==> src/rtl/game_ctrl_pkg.sv <==
// Shared game definitions: one-hot state encoding, playfield geometry and the
// pillar collision test used by the game sequencer.
package game_ctrl_pkg;

    typedef enum logic [2:0] {
        ST_READY   = 3'b001,
        ST_PLAYING = 3'b010,
        ST_END     = 3'b100
    } state_t;

    localparam logic [11:0] BIRD_X   = 12'd360;
    localparam logic [11:0] BIRD_W   = 12'd48;
    localparam logic [11:0] BIRD_H   = 12'd48;
    localparam logic [11:0] PILLAR_W = 12'd144;
    localparam logic [11:0] GAP_H    = 12'd260;
    localparam logic [11:0] GROUND_Y = 12'd720;
    localparam logic [5:0]  DEAD_FRAMES = 6'd60;

    // Pillar left edge clamps at 0 so a pillar scrolling off-screen still overlaps.
    function automatic logic pillar_hit(input logic [11:0] by,
                                        input logic [11:0] px,
                                        input logic [11:0] py);
        logic [11:0] left;
        logic        xov;
        logic        yhit;
        left = (px >= PILLAR_W) ? (px - PILLAR_W) : '0;
        xov  = ((BIRD_X + BIRD_W) >= left) && (BIRD_X <= px);
        yhit = (by <= py) || ((by + BIRD_H) >= (py + GAP_H));
        return xov && yhit;
    endfunction

endpackage

==> src/rtl/game_ctrl_btn_edge.sv <==
// Two-flop synchroniser for an asynchronous button followed by a third flop
// for rising-edge detection; rise is a 1-cycle pulse.
module btn_edge (
    input  logic clk,
    input  logic rst,
    input  logic btn,
    output logic rise
);

    logic [2:0] sync;

    always_ff @(posedge clk or posedge rst) begin
        if (rst) begin
            sync <= '0;
        end else begin
            sync <= {sync[1:0], btn};
        end
    end

    assign rise = sync[1] & ~sync[2];

endmodule

==> src/rtl/game_ctrl.sv <==
// Flappy game sequencer: READY/PLAYING/END state machine advanced once per
// frame, collision detection, flap pulse generation and best-score tracking.
module game_ctrl
    import game_ctrl_pkg::*;
(
    input  logic        clk,
    input  logic        rst,
    input  logic        frame_tick,
    input  logic        btn,
    input  logic [10:0] birdy,
    input  logic [10:0] p1x,
    input  logic [10:0] p1y,
    input  logic [10:0] p2x,
    input  logic [10:0] p2y,
    input  logic [13:0] score,
    output logic [2:0]  state,
    output logic        flap_pulse,
    output logic        hit,
    output logic [13:0] best_score
);

    state_t      state_q;
    logic        rise;
    logic        flap_pend;
    logic        pend;
    logic [5:0]  hold_cnt;
    logic [11:0] by;
    logic        hit_now;

    btn_edge u_btn_edge (
        .clk  (clk),
        .rst  (rst),
        .btn  (btn),
        .rise (rise)
    );

    // An edge arriving in the same cycle as frame_tick is honoured by that tick.
    assign pend = flap_pend | rise;

    assign by      = {1'b0, birdy};
    assign hit_now = pillar_hit(by, {1'b0, p1x}, {1'b0, p1y})
                   || pillar_hit(by, {1'b0, p2x}, {1'b0, p2y})
                   || ((by + BIRD_H) >= GROUND_Y)
                   || (by == '0);

    always_ff @(posedge clk or posedge rst) begin
        if (rst) begin
            state_q    <= ST_READY;
            flap_pulse <= 1'b0;
            hit        <= 1'b0;
            best_score <= '0;
            hold_cnt   <= '0;
            flap_pend  <= 1'b0;
        end else begin
            flap_pulse <= 1'b0;
            if (frame_tick) begin
                flap_pend <= 1'b0;
            end else if (rise) begin
                flap_pend <= 1'b1;
            end

            case (state_q)
                ST_READY: begin
                    if (frame_tick && pend) begin
                        state_q    <= ST_PLAYING;
                        flap_pulse <= 1'b1;
                    end
                end
                ST_PLAYING: begin
                    if (frame_tick) begin
                        if (hit_now) begin
                            state_q  <= ST_END;
                            hit      <= 1'b1;
                            hold_cnt <= DEAD_FRAMES;
                            if (score > best_score) begin
                                best_score <= score;
                            end
                        end else if (pend) begin
                            flap_pulse <= 1'b1;
                        end
                    end
                end
                ST_END: begin
                    if (frame_tick) begin
                        if (hold_cnt != '0) begin
                            hold_cnt <= hold_cnt - 6'd1;
                        end else if (pend) begin
                            state_q <= ST_READY;
                            hit     <= 1'b0;
                        end
                    end
                end
                default: state_q <= ST_READY;
            endcase
        end
    end

    assign state = state_q;

endmodule
==> config.mk <==
export PLATFORM = sky130hd
export DESIGN_NAME = game_ctrl
export DESIGN_NICKNAME = d
export VERILOG_FILES = /design/src/rtl/game_ctrl_pkg.sv /design/src/rtl/game_ctrl_btn_edge.sv /design/src/rtl/game_ctrl.sv
export SDC_FILE = /design/constraint.sdc
export NUM_CORES = 1
export LEC_CHECK = 0
export CAP_MARGIN = 40
export CELL_PAD_IN_SITES_DETAIL_PLACEMENT = 0
export CELL_PAD_IN_SITES_GLOBAL_PLACEMENT = 1
export CORE_MARGIN = 5
export CORE_UTILIZATION = 40
export DETAILED_ROUTE_END_ITERATION = 8
export PLACE_DENSITY = 0.93
export RECOVER_POWER = 25
export SYNTH_ARGS = -nofsm -noshare
export SYNTH_HDL_FRONTEND = slang
export SYNTH_SLANG_ARGS = --single-unit
==> constraint.sdc <==
create_clock -name clk -period 4.1 [get_ports clk]
set_input_delay 0.82 -clock clk [delete_from_list [all_inputs] [get_ports clk]]
set_output_delay 0.82 -clock clk [all_outputs]
set_load 0.02 [all_outputs]
; After elaboration in Yosys (flattened, before gate mapping)
; Cells that the tools add are included.
[op_classes]
addsub = 6
magnitude_cmp = 12
eq_ne = 10
mux = 27
bitwise_logic = 3
reduce_logical = 18
[ops]
columns = cell, count
row1 = "adder 11 x 9 -> 12 bit, second input constant", 2
row2 = greater-or-equal comparator 12 bit, 2
row3 = "greater-or-equal comparator 9 x 12 -> 1 bit, first input constant", 2
row4 = 2-to-1 mux 12 bit, 2
row5 = 2-to-1 mux 6 bit, 4
row6 = "subtractor 11 x 8 -> 12 bit, second input constant", 2
row7 = "greater-or-equal comparator 11 x 8 -> 1 bit, second input constant", 2
row8 = less-or-equal comparator 11 bit, 2
row9 = "less-or-equal comparator 9 x 11 -> 1 bit, first input constant", 2
row10 = 2-to-1 mux 3 bit, 6
row11 = greater-than comparator 14 bit, 1
row12 = "inequality test 2 bit, second input constant", 7
row13 = "adder 11 x 6 -> 12 bit, second input constant", 1
row14 = "greater-or-equal comparator 12 x 10 -> 1 bit, second input constant", 1
row15 = logical NOT 12 bit, 1
row16 = case mux 6 bit (2 select lines), 1
row17 = AND reduction 6 bit, 2
row18 = 2-to-1 mux 1 bit, 11
row19 = case mux 3 bit (3 select lines), 1
row20 = nonzero test 6 bit, 1
row21 = "subtractor 6 x 1 -> 6 bit, second input constant", 1
row22 = logical AND 1 bit, 5
row23 = logical OR 1 bit, 5
row24 = AND reduction 5 bit, 1
row25 = other kinds (9), 11
[totals]
reg_bits = 29
input_bits = 73
out_inout_bits = 19
word_cells = 83

; Longest topological paths before layout
[logic_depth]
ltp_word = 11
depth_mapped = 15
ltp_nobuf = 14

; By module
; From an unflattened synthesis, not the netlist that was laid out.
[hier_totals]
hier_cells = 407
hier_area_um2 = 3494.6
[by_module_without_submodules]
columns = module, instances, cells_per_inst, area_each_um2, seq_area_each_um2
row1 = game_ctrl, 1, 402, 3402.0, 651.9
row2 = btn_edge, 1, 5, 92.6, 75.1

; Least setup slack after synthesis
; No wires, ideal clock.
[synth_path]
path_kind = input-to-reg
from = input port p2y[4]
to = register best_score[10]
setup_time_ns = 0.125
t_arrival_ns = 3.687
required_ns = 3.975
path_slack_ns = 0.288
cell_stages = 13
cell_sequence = nand3_1 > nor3_1 > a21oi_1 > or3_1 > ha_1 > nand4_1 > nor4_1 > a2111oi_0 > a311o_1 > a31o_4 > a211oi_4 > buf_8 > mux2_4
[synth_via]
elab_chain_len = 8
word_cells_on_any_way = 9
cone_classes = add/sub (1) / order compare (2) / reduce/logical (6)
[synth_rtl]
columns = element, line
row1 = from (decl), game_ctrl.sv:14  ; input logic [10:0] p2y,
row2 = adder 11 x 9 -> 12 bit, game_ctrl_pkg.sv:28  ; yhit = (by <= py) || ((by + BIRD_H) >= (py + GAP_H));
row3 = greater-or-equal comparator 12 bit, game_ctrl_pkg.sv:28
row4 = logical OR 1 bit (*), game_ctrl_pkg.sv:28
row5 = logical AND 1 bit (*), game_ctrl_pkg.sv:29  ; return xov && yhit;
row6 = logical OR 1 bit (*), game_ctrl.sv:42  ; || pillar_hit(by, {1'b0, p2x}, {1'b0, p2y})
row7 = logical OR 1 bit (*), game_ctrl.sv:43  ; || ((by + BIRD_H) >= GROUND_Y)
row8 = logical OR 1 bit (*), game_ctrl.sv:44  ; || (by == '0);
row9 = AND reduction 4 bit (no line) (*), -
row10 = to (signal assigned), game_ctrl.sv:76  ; best_score <= score;
row11 = to (decl), game_ctrl.sv:19  ; output logic [13:0] best_score
; Every way passes the cells marked *; elsewhere a longest branch is shown, timed or not.
; A chain may end at the register's enable or synchronous reset.

; Worst setup path in the final report
[layout_path]
from = input port p2y[3]
to = register best_score[11]
; Same word-level chain as after synthesis.

==> out/metrics.csv <==
metric,value,unit
cts_hold_buffers,0,
setup.worst_path.start,p2y[3],
core_area,8640,um^2
final_cell_mix,"clkdlybuf4s50_1 (85), ha_1 (66), inv_1 (57), buf_4 (38), dfrtp_1 (28)",
critPathKind,input port to register,
overflow,0,
rows,34,
rr_endpoint,best_score[11],
cts_max_level,2,
grt_pass1_vias,3514,
ys_ff_latch,29,
synth_cell_types,57,
pwr_density_cell,266,nW/um^2
reg2reg_slack,1530,ps
cp-end-kind,register,
die-width,103,um
skew,5.82,ps
crit_end,best_score[11],
fill_cells,767,
tightest_slew,1000,ps
worstRegToRegCells,11,
r2r_start,best_score[7],
maxSlewViolCount,0,
grt_first_pass_wirelength,15.0,mm
tritoncts,yes,
die-area,10700,um^2
worstHoldPathType,register to register,
grtUsageTotal,17.1,%
nNetsFinal,688,
relSlewSlack,33.2,%
period_share,99.2,%
place_inst,648,
antenna_cells,0,
start_util,40.5,%
synth_edf_count,0,
max_freq,0.246,GHz
syn_area_per_cell,8.50,um^2
clock_latency,290,ps
syn_inst,411,
routed-via-count,3464,
hpwl,7.78,mm
area_growth,44.6,%
cp.arrival,4240,ps
stdcell_count,656,
crit_required,4270,ps
layout-drive-gt1-share,15.9,%
p_leak,2.33,nW
cts_made_buffers,5,
cts.clk_slew.worst_paths,60,ps
ir_worst_vdd,0.135,mV
worstHoldPathCells,0,
wl,9.30,mm
ys_warn_count,0,
drc,0,
crit_path_start_kind,input port,
synth_nets,552,
layout_commonest_cell,clkdlybuf4s50_1,
cts_sinks,29,
status,"finished, final reports clean",
io_pins,92,
die_h,103,um
hold_violations,0,
routedWlPerCell,14.2,um
period_needed,4070,ps
antenna_found_initial,0,
max-cap-violations,0,
ys_seq_area_share,20.8,%
place.gp.congestion,0.863,
via_per_inst,5.28,
setup_viol,0,
detail-route-antenna-nets,0,
syn_area,3490,um^2
ys_async_sr_fraction,100,%
cts_root_buf,clkbuf_8,
drtPass1Iterations,4,
drtIter0Drc,96,
synthFlopType,dfrtp_1,
grt_max_degree,20,
cp_max_fo,7,
power.total,1.35,mW
post_cts_buffers,0,
io_buffers,91,
clock_path_buffers,2,
synthesized netlist by cell type, types with 2 or more instances:
cell | count | share of area [%]
a2111oi_0 | 2 | 0.50
a211oi_1 | 4 | 0.86
a21o_1 | 7 | 1.5
a21oi_1 | 25 | 3.6
a221oi_1 | 2 | 0.50
and3_1 | 2 | 0.36
dfrtp_1 | 28 | 20
ha_1 | 68 | 24
inv_1 | 57 | 6.1
mux2_2 | 5 | 1.6
mux2_4 | 10 | 4.3
nand2_1 | 24 | 2.6
nand2b_1 | 7 | 1.3
nand3_1 | 19 | 2.7
nand3b_1 | 4 | 0.86
nand4_1 | 12 | 2.1
nor2_1 | 24 | 2.6
nor2b_1 | 4 | 0.72
nor3_1 | 10 | 1.4
nor3b_1 | 2 | 0.43
nor4_1 | 5 | 0.90
o211ai_1 | 2 | 0.43
o21ai_0 | 20 | 2.9
o221ai_1 | 3 | 0.75
o31ai_1 | 5 | 1.1
o32a_1 | 2 | 0.57
or2_2 | 2 | 0.36
or3_1 | 5 | 0.90
or3b_2 | 2 | 0.50
xnor2_1 | 19 | 4.8
xor2_1 | 4 | 1.0
power breakdown:
group / internal, mW / total (mW) / switching, mW
Sequential: 0.350 / 0.411 / 0.0605
Combinational: 0.352 / 0.673 / 0.322
Clock: 0.151 / 0.263 / 0.112
Total: 0.853 / 1.35 / 0.494
worst min-delay path by stage:
stage	endpoint	from	slack (ps)
after global routing	u_btn_edge.sync[1]	u_btn_edge.sync[0]	370
after detailed placement	u_btn_edge.sync[1]	u_btn_edge.sync[0]	340
after floorplan	u_btn_edge.sync[1]	u_btn_edge.sync[0]	330
after global placement	u_btn_edge.sync[1]	u_btn_edge.sync[0]	340
after CTS	u_btn_edge.sync[1]	u_btn_edge.sync[0]	350
final	u_btn_edge.sync[1]	u_btn_edge.sync[0]	350
area by class of cell:
type / count / area (um^2) / share of cell area (%)
clock buffer: 7 / 96.3 / 1.91
multi-input combinational: 322 / 2620 / 51.9
timing repair buffer: 132 / 1250 / 24.8
clock inverter: 1 / 5.00 / 0.0990
inverter: 57 / 214 / 4.23
sequential: 29 / 727 / 14.4
tap: 108 / 135 / 2.67
registers in the layout, summed over array words and instances, names as in the netlist:
signal	cells
best_score	14
u_btn_edge.sync	3
flap_pend	1
hit	1
state	3
flap_pulse	1
hold_cnt	6
what timing repair did:
action | CTS | global route
cloned | 0 | 1
pin swaps | 1 | 14
gates resized for setup | 1 | 24
setup endpoints to repair | 14 | 20
endpoints found under the hold margin | 0 | 0
critical path: stages:
cell and delay (ps):
clkdlybuf4s50_1 510, inv_1 90, nor3_4 200, a21oi_2 80, or3_4 350, ha_4 270
nand4_1 120, nor4_2 230, a2111oi_2 130, a311o_1 370, a31o_4 270, a211oi_4 280
clkbuf_16 230, mux2_4 290
stage by stage:
step / setup TNS [ps] / utilization (%) / setup slack [ps] / hold WS [ps] / cell area, um^2
6_report: 0 / 58.5 / 31.5 / 348 / 5050
3_5_place_dp: -6050 / 56.2 / -386 / 336 / 4860
3_3_place_gp: -4340 / 55.9 / -290 / 335 / 4830
5_1_grt: -847 / 58.5 / -83.5 / 373 / 5050
2_1_floorplan: 0 / - / 288 / 331 / 3490
4_1_cts: 0 / 57.5 / 17.1 / 349 / 4960
kinds of logic (layout without fill, tap and decap cells):
family | count (synthesis) | after routing | share of synthesized area [%]
compound gates | 88 | 88 | 17.0
xor+xnor | 23 | 23 | 5.76
fa+ha+maj | 68 | 68 | 24.3
buf+inv | 60 | 197 | 6.80
flops | 29 | 29 | 20.8
mux | 16 | 16 | 6.23
simple gates | 127 | 127 | 19.0
layer usage:
layer	routed length, um	track usage, %	part of all wire, %
met1	3900	20.1	42
met2	4750	31.9	51
met3	448	2.21	4.8
met4	209	5.48	2.2
met5	0	0	0
Power figures use the tool's default switching activity.
